==> src/rtl/dcp_pkg.sv <==
// Shared definitions for the debug-command processor blocks:
// ASCII constants, the command FSM encoding and hex/ASCII helpers.
package dcp_pkg;

  localparam logic [7:0] SPACE = 8'h20;
  localparam logic [7:0] LF    = 8'h0A;
  localparam logic [7:0] CR    = 8'h0D;
  localparam logic [7:0] COLON = 8'h3A;

  localparam int PROMPT_DIGITS = 8;
  localparam int PROMPT_BYTES  = PROMPT_DIGITS + 2;

  typedef enum logic [2:0] {
    S_IDLE,
    S_SCAN_A,
    S_PROMPT,
    S_SCAN_D,
    S_WRITE,
    S_DONE
  } dcp_state_e;

  function automatic logic is_hex(input logic [7:0] b);
    return (b >= 8'h30 && b <= 8'h39) ||
           (b >= 8'h41 && b <= 8'h46) ||
           (b >= 8'h61 && b <= 8'h66);
  endfunction

  function automatic logic is_term(input logic [7:0] b);
    return (b == SPACE) || (b == LF) || (b == CR);
  endfunction

  // Letters of either case share the low nibble 1..6, so add 9 to get a..f.
  function automatic logic [3:0] ascii2nib(input logic [7:0] b);
    if (b <= 8'h39) return b[3:0];
    return b[3:0] + 4'd9;
  endfunction

  function automatic logic [7:0] nib2ascii(input logic [3:0] n);
    if (n < 4'd10) return 8'h30 + {4'h0, n};
    return 8'h37 + {4'h0, n};
  endfunction

endpackage

==> src/rtl/dcp_word_tx.sv <==
// Serializes a word as 8 upper-case hex digits (MSB first) followed by two
// suffix bytes onto the TX byte handshake; start/done pulses frame the job.
module dcp_word_tx
  import dcp_pkg::*;
#(
  parameter int WORD_W = 32
) (
  input  logic              clk,
  input  logic              rstn,
  input  logic              start,
  input  logic [WORD_W-1:0] word,
  input  logic [15:0]       suffix,
  output logic [7:0]        d_tx,
  output logic              vld_tx,
  input  logic              rdy_tx,
  output logic              done
);

  localparam logic [3:0] LAST_IDX = 4'(PROMPT_BYTES - 1);

  logic [31:0] word_q;
  logic [31:0] word_ext;
  logic [3:0]  idx;

  function automatic logic [7:0] byte_sel(input logic [31:0] w, input logic [3:0] i,
                                          input logic [15:0] sfx);
    logic [31:0] sh;
    sh = w << {i, 2'b00};
    case (i)
      4'd8:    return sfx[15:8];
      4'd9:    return sfx[7:0];
      default: return nib2ascii(sh[31:28]);
    endcase
  endfunction

  assign word_ext = 32'(word);
  assign done     = vld_tx & rdy_tx & (idx == LAST_IDX);

  // d_tx is only reloaded on start or on a completed transfer, so it holds while stalled.
  always_ff @(posedge clk or negedge rstn) begin
    if (!rstn) begin
      word_q <= '0;
      idx    <= '0;
      vld_tx <= 1'b0;
      d_tx   <= '0;
    end else if (start) begin
      word_q <= word_ext;
      idx    <= '0;
      vld_tx <= 1'b1;
      d_tx   <= byte_sel(word_ext, 4'd0, suffix);
    end else if (vld_tx && rdy_tx) begin
      if (idx == LAST_IDX) begin
        vld_tx <= 1'b0;
      end else begin
        idx  <= idx + 4'd1;
        d_tx <= byte_sel(word_q, idx + 4'd1, suffix);
      end
    end
  end

endmodule

==> src/rtl/dcp_mem_write.sv <==
// Memory-write debug command: parses a hex address, then repeatedly prompts
// "AAAAAAAA: ", reads a hex data word and writes it, until an empty data token.
module dcp_mem_write
  import dcp_pkg::*;
#(
  parameter int ADDR_W    = 32,
  parameter int DATA_W    = 32,
  parameter int ADDR_STEP = 1
) (
  input  logic              clk,
  input  logic              rstn,
  input  logic              we,
  input  logic [ADDR_W-1:0] last_addr,
  output logic [ADDR_W-1:0] end_addr,
  output logic              finish,
  input  logic [7:0]        d_rx,
  input  logic              vld_rx,
  output logic              rdy_rx,
  output logic [7:0]        d_tx,
  output logic              vld_tx,
  input  logic              rdy_tx,
  output logic [ADDR_W-1:0] mem_addr,
  output logic [DATA_W-1:0] mem_wdata,
  output logic              mem_we
);

  // RX: a byte moves when vld_rx & rdy_rx at a rising edge; TX likewise with vld_tx & rdy_tx.
  dcp_state_e        state, state_d;
  logic [DATA_W-1:0] acc, acc_d;
  logic              seen, seen_d;
  logic [ADDR_W-1:0] addr, addr_d;
  logic              mem_we_d, finish_d;
  logic [ADDR_W-1:0] mem_addr_d, end_addr_d;
  logic [DATA_W-1:0] mem_wdata_d;
  logic              tx_start, tx_done;
  logic              rx_fire, rx_term;

  dcp_word_tx #(.WORD_W(ADDR_W)) u_word_tx (
    .clk    (clk),
    .rstn   (rstn),
    .start  (tx_start),
    .word   (addr_d),
    .suffix ({COLON, SPACE}),
    .d_tx   (d_tx),
    .vld_tx (vld_tx),
    .rdy_tx (rdy_tx),
    .done   (tx_done)
  );

  always_comb begin
    rdy_rx      = (state == S_SCAN_A) || (state == S_SCAN_D);
    rx_fire     = vld_rx & rdy_rx;
    rx_term     = rx_fire & is_term(d_rx);
    state_d     = state;
    acc_d       = acc;
    seen_d      = seen;
    addr_d      = addr;
    mem_we_d    = 1'b0;
    mem_addr_d  = mem_addr;
    mem_wdata_d = mem_wdata;
    finish_d    = 1'b0;
    end_addr_d  = end_addr;
    tx_start    = 1'b0;

    // Non-hex, non-terminator bytes fall through untouched.
    if (rx_fire && is_hex(d_rx)) begin
      acc_d  = {acc[DATA_W-5:0], ascii2nib(d_rx)};
      seen_d = 1'b1;
    end

    case (state)
      S_IDLE: begin
        if (we) begin
          state_d = S_SCAN_A;
          acc_d   = '0;
          seen_d  = 1'b0;
        end
      end
      S_SCAN_A: begin
        if (rx_term) begin
          addr_d   = seen ? acc[ADDR_W-1:0] : last_addr;
          acc_d    = '0;
          seen_d   = 1'b0;
          tx_start = 1'b1;
          state_d  = S_PROMPT;
        end
      end
      S_PROMPT: begin
        if (tx_done) state_d = S_SCAN_D;
      end
      S_SCAN_D: begin
        if (rx_term) begin
          acc_d  = '0;
          seen_d = 1'b0;
          if (seen) begin
            mem_we_d    = 1'b1;
            mem_addr_d  = addr;
            mem_wdata_d = acc;
            state_d     = S_WRITE;
          end else begin
            finish_d   = 1'b1;
            end_addr_d = addr;
            state_d    = S_DONE;
          end
        end
      end
      S_WRITE: begin
        // The prompt for the next address starts while mem_we is high.
        addr_d   = addr + ADDR_W'(ADDR_STEP);
        tx_start = 1'b1;
        state_d  = S_PROMPT;
      end
      S_DONE: begin
        state_d = S_IDLE;
      end
      default: begin
        state_d = S_IDLE;
      end
    endcase
  end

  always_ff @(posedge clk or negedge rstn) begin
    if (!rstn) begin
      state     <= S_IDLE;
      acc       <= '0;
      seen      <= 1'b0;
      addr      <= '0;
      mem_we    <= 1'b0;
      mem_addr  <= '0;
      mem_wdata <= '0;
      finish    <= 1'b0;
      end_addr  <= '0;
    end else begin
      state     <= state_d;
      acc       <= acc_d;
      seen      <= seen_d;
      addr      <= addr_d;
      mem_we    <= mem_we_d;
      mem_addr  <= mem_addr_d;
      mem_wdata <= mem_wdata_d;
      finish    <= finish_d;
      end_addr  <= end_addr_d;
    end
  end

endmodule
==> config.mk <==
export PLATFORM = sky130hd
export DESIGN_NAME = dcp_mem_write
export DESIGN_NICKNAME = d
export VERILOG_FILES = /design/src/rtl/dcp_pkg.sv /design/src/rtl/dcp_word_tx.sv /design/src/rtl/dcp_mem_write.sv
export SDC_FILE = /design/constraint.sdc
export NUM_CORES = 1
export LEC_CHECK = 0
export ABC_AREA = 1
export CORE_AREA = 5 5 166 168
export DETAILED_ROUTE_END_ITERATION = 10
export DIE_AREA = 0 0 171 173
export GPL_TIMING_DRIVEN = 0
export PLACE_DENSITY = 0.58
export SLEW_MARGIN = 10
export SYNTH_ARGS = -nofsm -noshare
export SYNTH_HDL_FRONTEND = slang
export SYNTH_SLANG_ARGS = --single-unit
==> constraint.sdc <==
create_clock -name clk -period 6.4 [get_ports clk]
set_input_delay 1.92 -clock clk [delete_from_list [all_inputs] [get_ports clk]]
set_output_delay 1.92 -clock clk [all_outputs]
set_load 0.1 [all_outputs]
Word level (Yosys, flattened, before mapping)

Cells that the tools add are included.

Equality and inequality tests: 15
Reduce and logical (&&, ||, !) cells: 20
Bitwise logic cells: 5
Shift operators: 1
$lt $le $gt $ge: 8
Add/sub/neg operators: 7
Multiplexer cells: 50

Operator list:

| operator                                                          | count |
|---|---|
| two-way mux 32 bit                                                | 5 |
| case mux 32 bit (2 select lines)                                  | 2 |
| two-way mux 8 bit                                                 | 7 |
| adder 32 x 1 -> 32 bit, second input constant                     | 1 |
| << shifter 32 x 6 -> 32 bit                                       | 1 |
| adder 6 x 4 -> 7 bit, first input constant                        | 4 |
| two-way mux 1 bit                                                 | 23 |
| two-way mux 4 bit                                                 | 5 |
| == test 8 x 4 -> 1 bit, second input constant                     | 2 |
| greater-or-equal comparator 8 x 7 -> 1 bit, second input constant | 2 |
| <= comparator 8 x 7 -> 1 bit, second input constant               | 2 |
| case mux 8 bit (2 select lines)                                   | 1 |
| case mux 3 bit (5 select lines)                                   | 1 |
| == test 4 bit, second input constant                              | 3 |
| two-way mux 3 bit                                                 | 4 |
| != test 2 bit, second input constant                              | 5 |
| == test 8 x 6 -> 1 bit, second input constant                     | 1 |
| greater-or-equal comparator 8 x 6 -> 1 bit, second input constant | 1 |
| <= comparator 8 x 6 -> 1 bit, second input constant               | 1 |
| less-than comparator 4 bit, second input constant                 | 2 |
| == test 3 x 2 -> 1 bit, second input constant                     | 2 |
| AND reduction 3 bit                                               | 2 |
| logical AND 1 bit                                                 | 5 |
| logical OR 1 bit                                                  | 5 |
| other kinds (12)                                                  | 19 |

Output and inout port bits: 108
Bits of input ports: 45
Logic and storage cells: 119
Flip-flop bits (word level): 211

Longest topological paths before layout

Word-level depth: 13
Gate-level depth with buffers: 17
Gate-level depth less buffers: 16

Hierarchy

From an unflattened synthesis, not the netlist that was laid out.

Cells, all modules: 1518
Area total of the unflattened synthesis: 11297.1 µm²

Modules (own cells, without submodules):

| module        | area an instance (µm²) | cells an instance | instances |
|---|---|---|---|
| dcp_mem_write | 8765.9                 | 1172              | 1 |
| dcp_word_tx   | 2531.2                 | 346               | 1 |

Worst setup path before layout

No wires, ideal clock.

Path type: input to register
Start point: in d_rx[0]
End point: reg mem_addr[27]
Slack: 2.884 ns
Arrival: 3.391 ns
Data required time: 6.275 ns
Library setup time: 0.125 ns
Path buffers: 2
Cell stages on the path: 13
Cells stage by stage: inv_1 > ha_1 > nand3_1 > nand2_1 > nand3_4 > nor2_4 > inv_2 > nor2_8 > inv_2 > buf_6 > buf_6 > nand2_1 > o21ai_1

Cells in the longest elaborated chain, start to end: 5
Elaborated cells between the ends (all ways): 7

RTL lines:

| what                                                                    | line                 | text |
|---|---|---|
| from (decl)                                                             | dcp_mem_write.sv:16  | `input logic [7:0] d_rx,` |
| == test 8 x 6 -> 1 bit / == test 8 x 4 -> 1 bit (equally long branches) | dcp_pkg.sv:29        | `return (b == SPACE) \|\| (b == LF) \|\| (b == CR);` |
| logical OR 1 bit                                                        | dcp_pkg.sv:29        |  |
| logical OR 1 bit (*)                                                    | dcp_pkg.sv:29        |  |
| bitwise AND 1 bit (*)                                                   | dcp_mem_write.sv:53  | `rx_term = rx_fire & is_term(d_rx);` |
| AND reduction 3 bit (no source line) (*)                                | -                    |  |
| to (signal assigned)                                                    | dcp_mem_write.sv:139 | `mem_addr <= mem_addr_d;` |
| to (decl)                                                               | dcp_mem_write.sv:22  | `output logic [ADDR_W-1:0] mem_addr,` |

Mark *: on every way between the ends. The rest lies on a longest branch, timed or not.
A chain may end at the register's enable or synchronous reset.

Worst setup path in the final report

Start point: reg state[2]
End point: out rdy_rx

Cells in the longest elaborated chain, start to end: 2
Elaborated cells between the ends (all ways): 3

RTL lines:

| what                                                                    | line                 | text |
|---|---|---|
| from (decl)                                                             | dcp_mem_write.sv:28  | `dcp_state_e state, state_d;` |
| from (signal assigned)                                                  | dcp_mem_write.sv:134 | `state <= state_d;` |
| == test 3 x 1 -> 1 bit / == test 3 x 2 -> 1 bit (equally long branches) | dcp_mem_write.sv:51  | `rdy_rx = (state == S_SCAN_A) \|\| (state == S_SCAN_D);` |
| logical OR 1 bit (*)                                                    | dcp_mem_write.sv:51  |  |
| to (decl)                                                               | dcp_mem_write.sv:18  | `output logic rdy_rx,` |

Marks and branches as above.

==> impl_metrics.ini <==
[critical_path]
cp-start-kind = flop
crit_path_end_kind = output pin
slowest_stage = clkdlybuf4s50_1
crit_chain = inv_1, nand2_1, inv_1, clkdlybuf4s50_1
path_class = reg -> out
regToRegStartpoint = u_word_tx.idx[0]
critical_path.endpoint = rdy_rx
cp_num_cells = 4
reg2reg_slack_ps = 3260
crit_path_frequent_cell = inv_1
cp-startpoint = state[2]
crit_buf_inv = 3
rr_worst_depth = 14
cp.arrival_ps = 2450
cp_top_family = buffers and inverters
crit_fanout = 4
r2r_end = u_word_tx.d_tx[1]
critPathMaxStageDelay_ps = 1150
critPathRequiredTime_ps = 4480

[timing]
max_slew_margin_pct = 32.84
rsz0062_at_grt = no
slew_violations = 0
hold_viol_final = 0
fin_skew_ps = 6.707
timing.fmax_ghz = 0.2291
hold_slack_ps = 472.7
finalSetupViolCount = 0
tightest_slew_ps = 1004
post-route-period-util_pct = 68.21
finalCriticalPeriod_ps = 4366

[logic_synthesis]
yosys-top-cells-area = dfrtp_1 52%, nand2_1 13%, o21ai_0 6.8%
synth_edf_count = 0
avgSynthCellArea_um2 = 8.252
yosysMostFrequentCell = nand2_1
synth_top_cell_by_area = dfrtp_1
yosysWarnings = 0
synth_top_area_share_pct = 51.60
synth_seq_area_share_pct = 51.60
yosys.cell_types.count = 45
ys_async_sr_fraction_pct = 100.0
syn_area_um2 = 10180
ys_ff_latch = 210
synth_nets = 1290
ys.flop_type = dfrtp_1
ys_top_cells_by_count = 348 x nand2_1, 210 x dfrtp_1, 138 x o21ai_0
syn_inst = 1234

[routing]
vias = 9190
wire_per_inst_um = 19.01
antenna_left = 0
drc = 0
drt_iter0_markers = 846
avgViaCountPerCell = 5.204
dr.pass1.iters = 5
drt-total-wl_mm = 33.57

[placement]
dp_hpwl_mm = 25.73
dpl-instance-area_um2 = 12170
place_congestion = 0.9643
portBuffers = 151
place_inst = 1722

[power]
p_int_w = 0.002954
p_clk_share_pct = 27.1
combPwrFrac_pct = 39.6
p_switching_w = 0.002241
switching_share_pct = 43.13
cellLeakagePower_nw = 5.724
ir_drop_mv = 0.3591
p_per_area_nw_per_um2 = 399.9
seqPwrFrac_pct = 33.3

[die]
ios = 153
die_width_um = 171
std_cell_rows = 59
core_area_um2 = 25760
fp.dieH_um = 173
initial_core_util_pct = 39.53
die-area_um2 = 29580

[global_routing]
grt_usage_pct = 22.19
antenna_found_initial = 0
grt_pass1_wl_mm = 52.01
grt.overflow.total = 0
grt_max_degree = 96
grt_pass1_vias = 8891

[worst_hold_path]
hp-class = reg -> reg
worstHoldStart = u_word_tx.word_q[0]

[cells_and_area]
fin_cells = 1766
final_cell_area_um2 = 12990
final_layout_size_suffix_gt1_share_pct = 7.338
diodes = 0
syn_to_final_growth_pct = 27.55
fin_nets = 1470
fillers = 2535
final_util_pct = 50.42

[clock_tree]
clock_latency_ps = 520
root_buffer = clkbuf_16
clkSinkCount = 210
cts_resized = 0
htreeDepth = 1
cts_setup_buffers = 0
clk_pin_slew_ps = 60
cts_buffer_depth = 3
cts_tree = yes
hold_buffers = 0
cts_buffers = 25

[status]
outcome = complete, no violations

[run]
maxCapViolations = 0
-- per-stage QoR --
stage          total power (W)   TNS, ps  worst slack [ps]
2_1_floorplan         0.003133         0              2884
3_3_place_gp          0.003776  -1210030             -5775
3_5_place_dp          0.003790         0              1779
4_1_cts               0.005211         0              2011
5_1_grt               0.005513         0              1950
6_report              0.005195         0              2034
-- layout make-up --
| class | instances | area [µm²] | share of cell area (%) |
|---|---|---|---|
| Clock buffer | 35 | 733.2 | 5.645 |
| Tap cell | 335 | 419.2 | 3.227 |
| Inverter | 134 | 503.0 | 3.872 |
| Buffer | 57 | 325.3 | 2.505 |
| Clock inverter | 9 | 81.33 | 0.6261 |
| Timing Repair Buffer | 153 | 1572 | 12.10 |
| Multi-Input combinational cell | 833 | 4100 | 31.57 |
| Sequential cell | 210 | 5255 | 40.46 |
-- how the worst min path moves through the flow --
stage,endpoint,cells after the start
2_1_floorplan,u_word_tx.word_q[0],2
3_3_place_gp,u_word_tx.word_q[0],2
3_5_place_dp,u_word_tx.word_q[0],2
4_1_cts,u_word_tx.word_q[0],2
5_1_grt,u_word_tx.word_q[9],2
6_report,u_word_tx.word_q[0],2
-- flip-flops by register name (all words and copies together) (netlist names) --
name,flops
acc,32
addr,32
end_addr,32
finish,1
mem_addr,32
mem_wdata,32
mem_we,1
seen,1
state,3
u_word_tx.d_tx,7
u_word_tx.idx,4
u_word_tx.vld_tx,1
u_word_tx.word_q,32
-- worst min-delay path, cell delays in order (launching register included) --
cell,delay [ps]
dfrtp_1,340
nand2_1,50
nand2_1,50
-- power groups by stage --
stage | logic [W] | clock network, W | registers [W]
CTS | 0.00205 | 0.00143 | 0.00173
detailed placement | 0.00204 | 0 | 0.00175
global placement | 0.00203 | 0 | 0.00175
finish | 0.00206 | 0.00141 | 0.00173
global route | 0.00227 | 0.00149 | 0.00176
floorplan | 0.00116 | 0 | 0.00197
-- cell families after synthesis --
logic type	count (synthesis)	synth area share (%)
xor+xnor	15	1.290
other cells	1	0.03682
fa+ha+maj	11	1.351
buf+inv	191	8.134
compound gates	288	16.39
simple gates	518	21.19
flops	210	51.60
-- layout by cell type (no fill, tap or decap), drive strengths merged, types with 35 or more instances in the layout --
cell	instances
nand2	349
dfrtp	210
o21ai	180
clkdlybuf4s50	150
inv	133
nor2	83
nand3	66
clkbuf	60
a21oi	48
buf	35
-- routing by layer --
layer / vias to the layer above / global-route usage, % / wire length [µm]
li1: 4421 / - / -
met1: 4393 / 33.11 / 15790
met2: 321 / 33.68 / 14630
met3: 55 / 3.219 / 2226
met4: 0 / 6.273 / 931
met5: - / 0 / 0
Note: power is estimated with default switching activity, not from simulation.
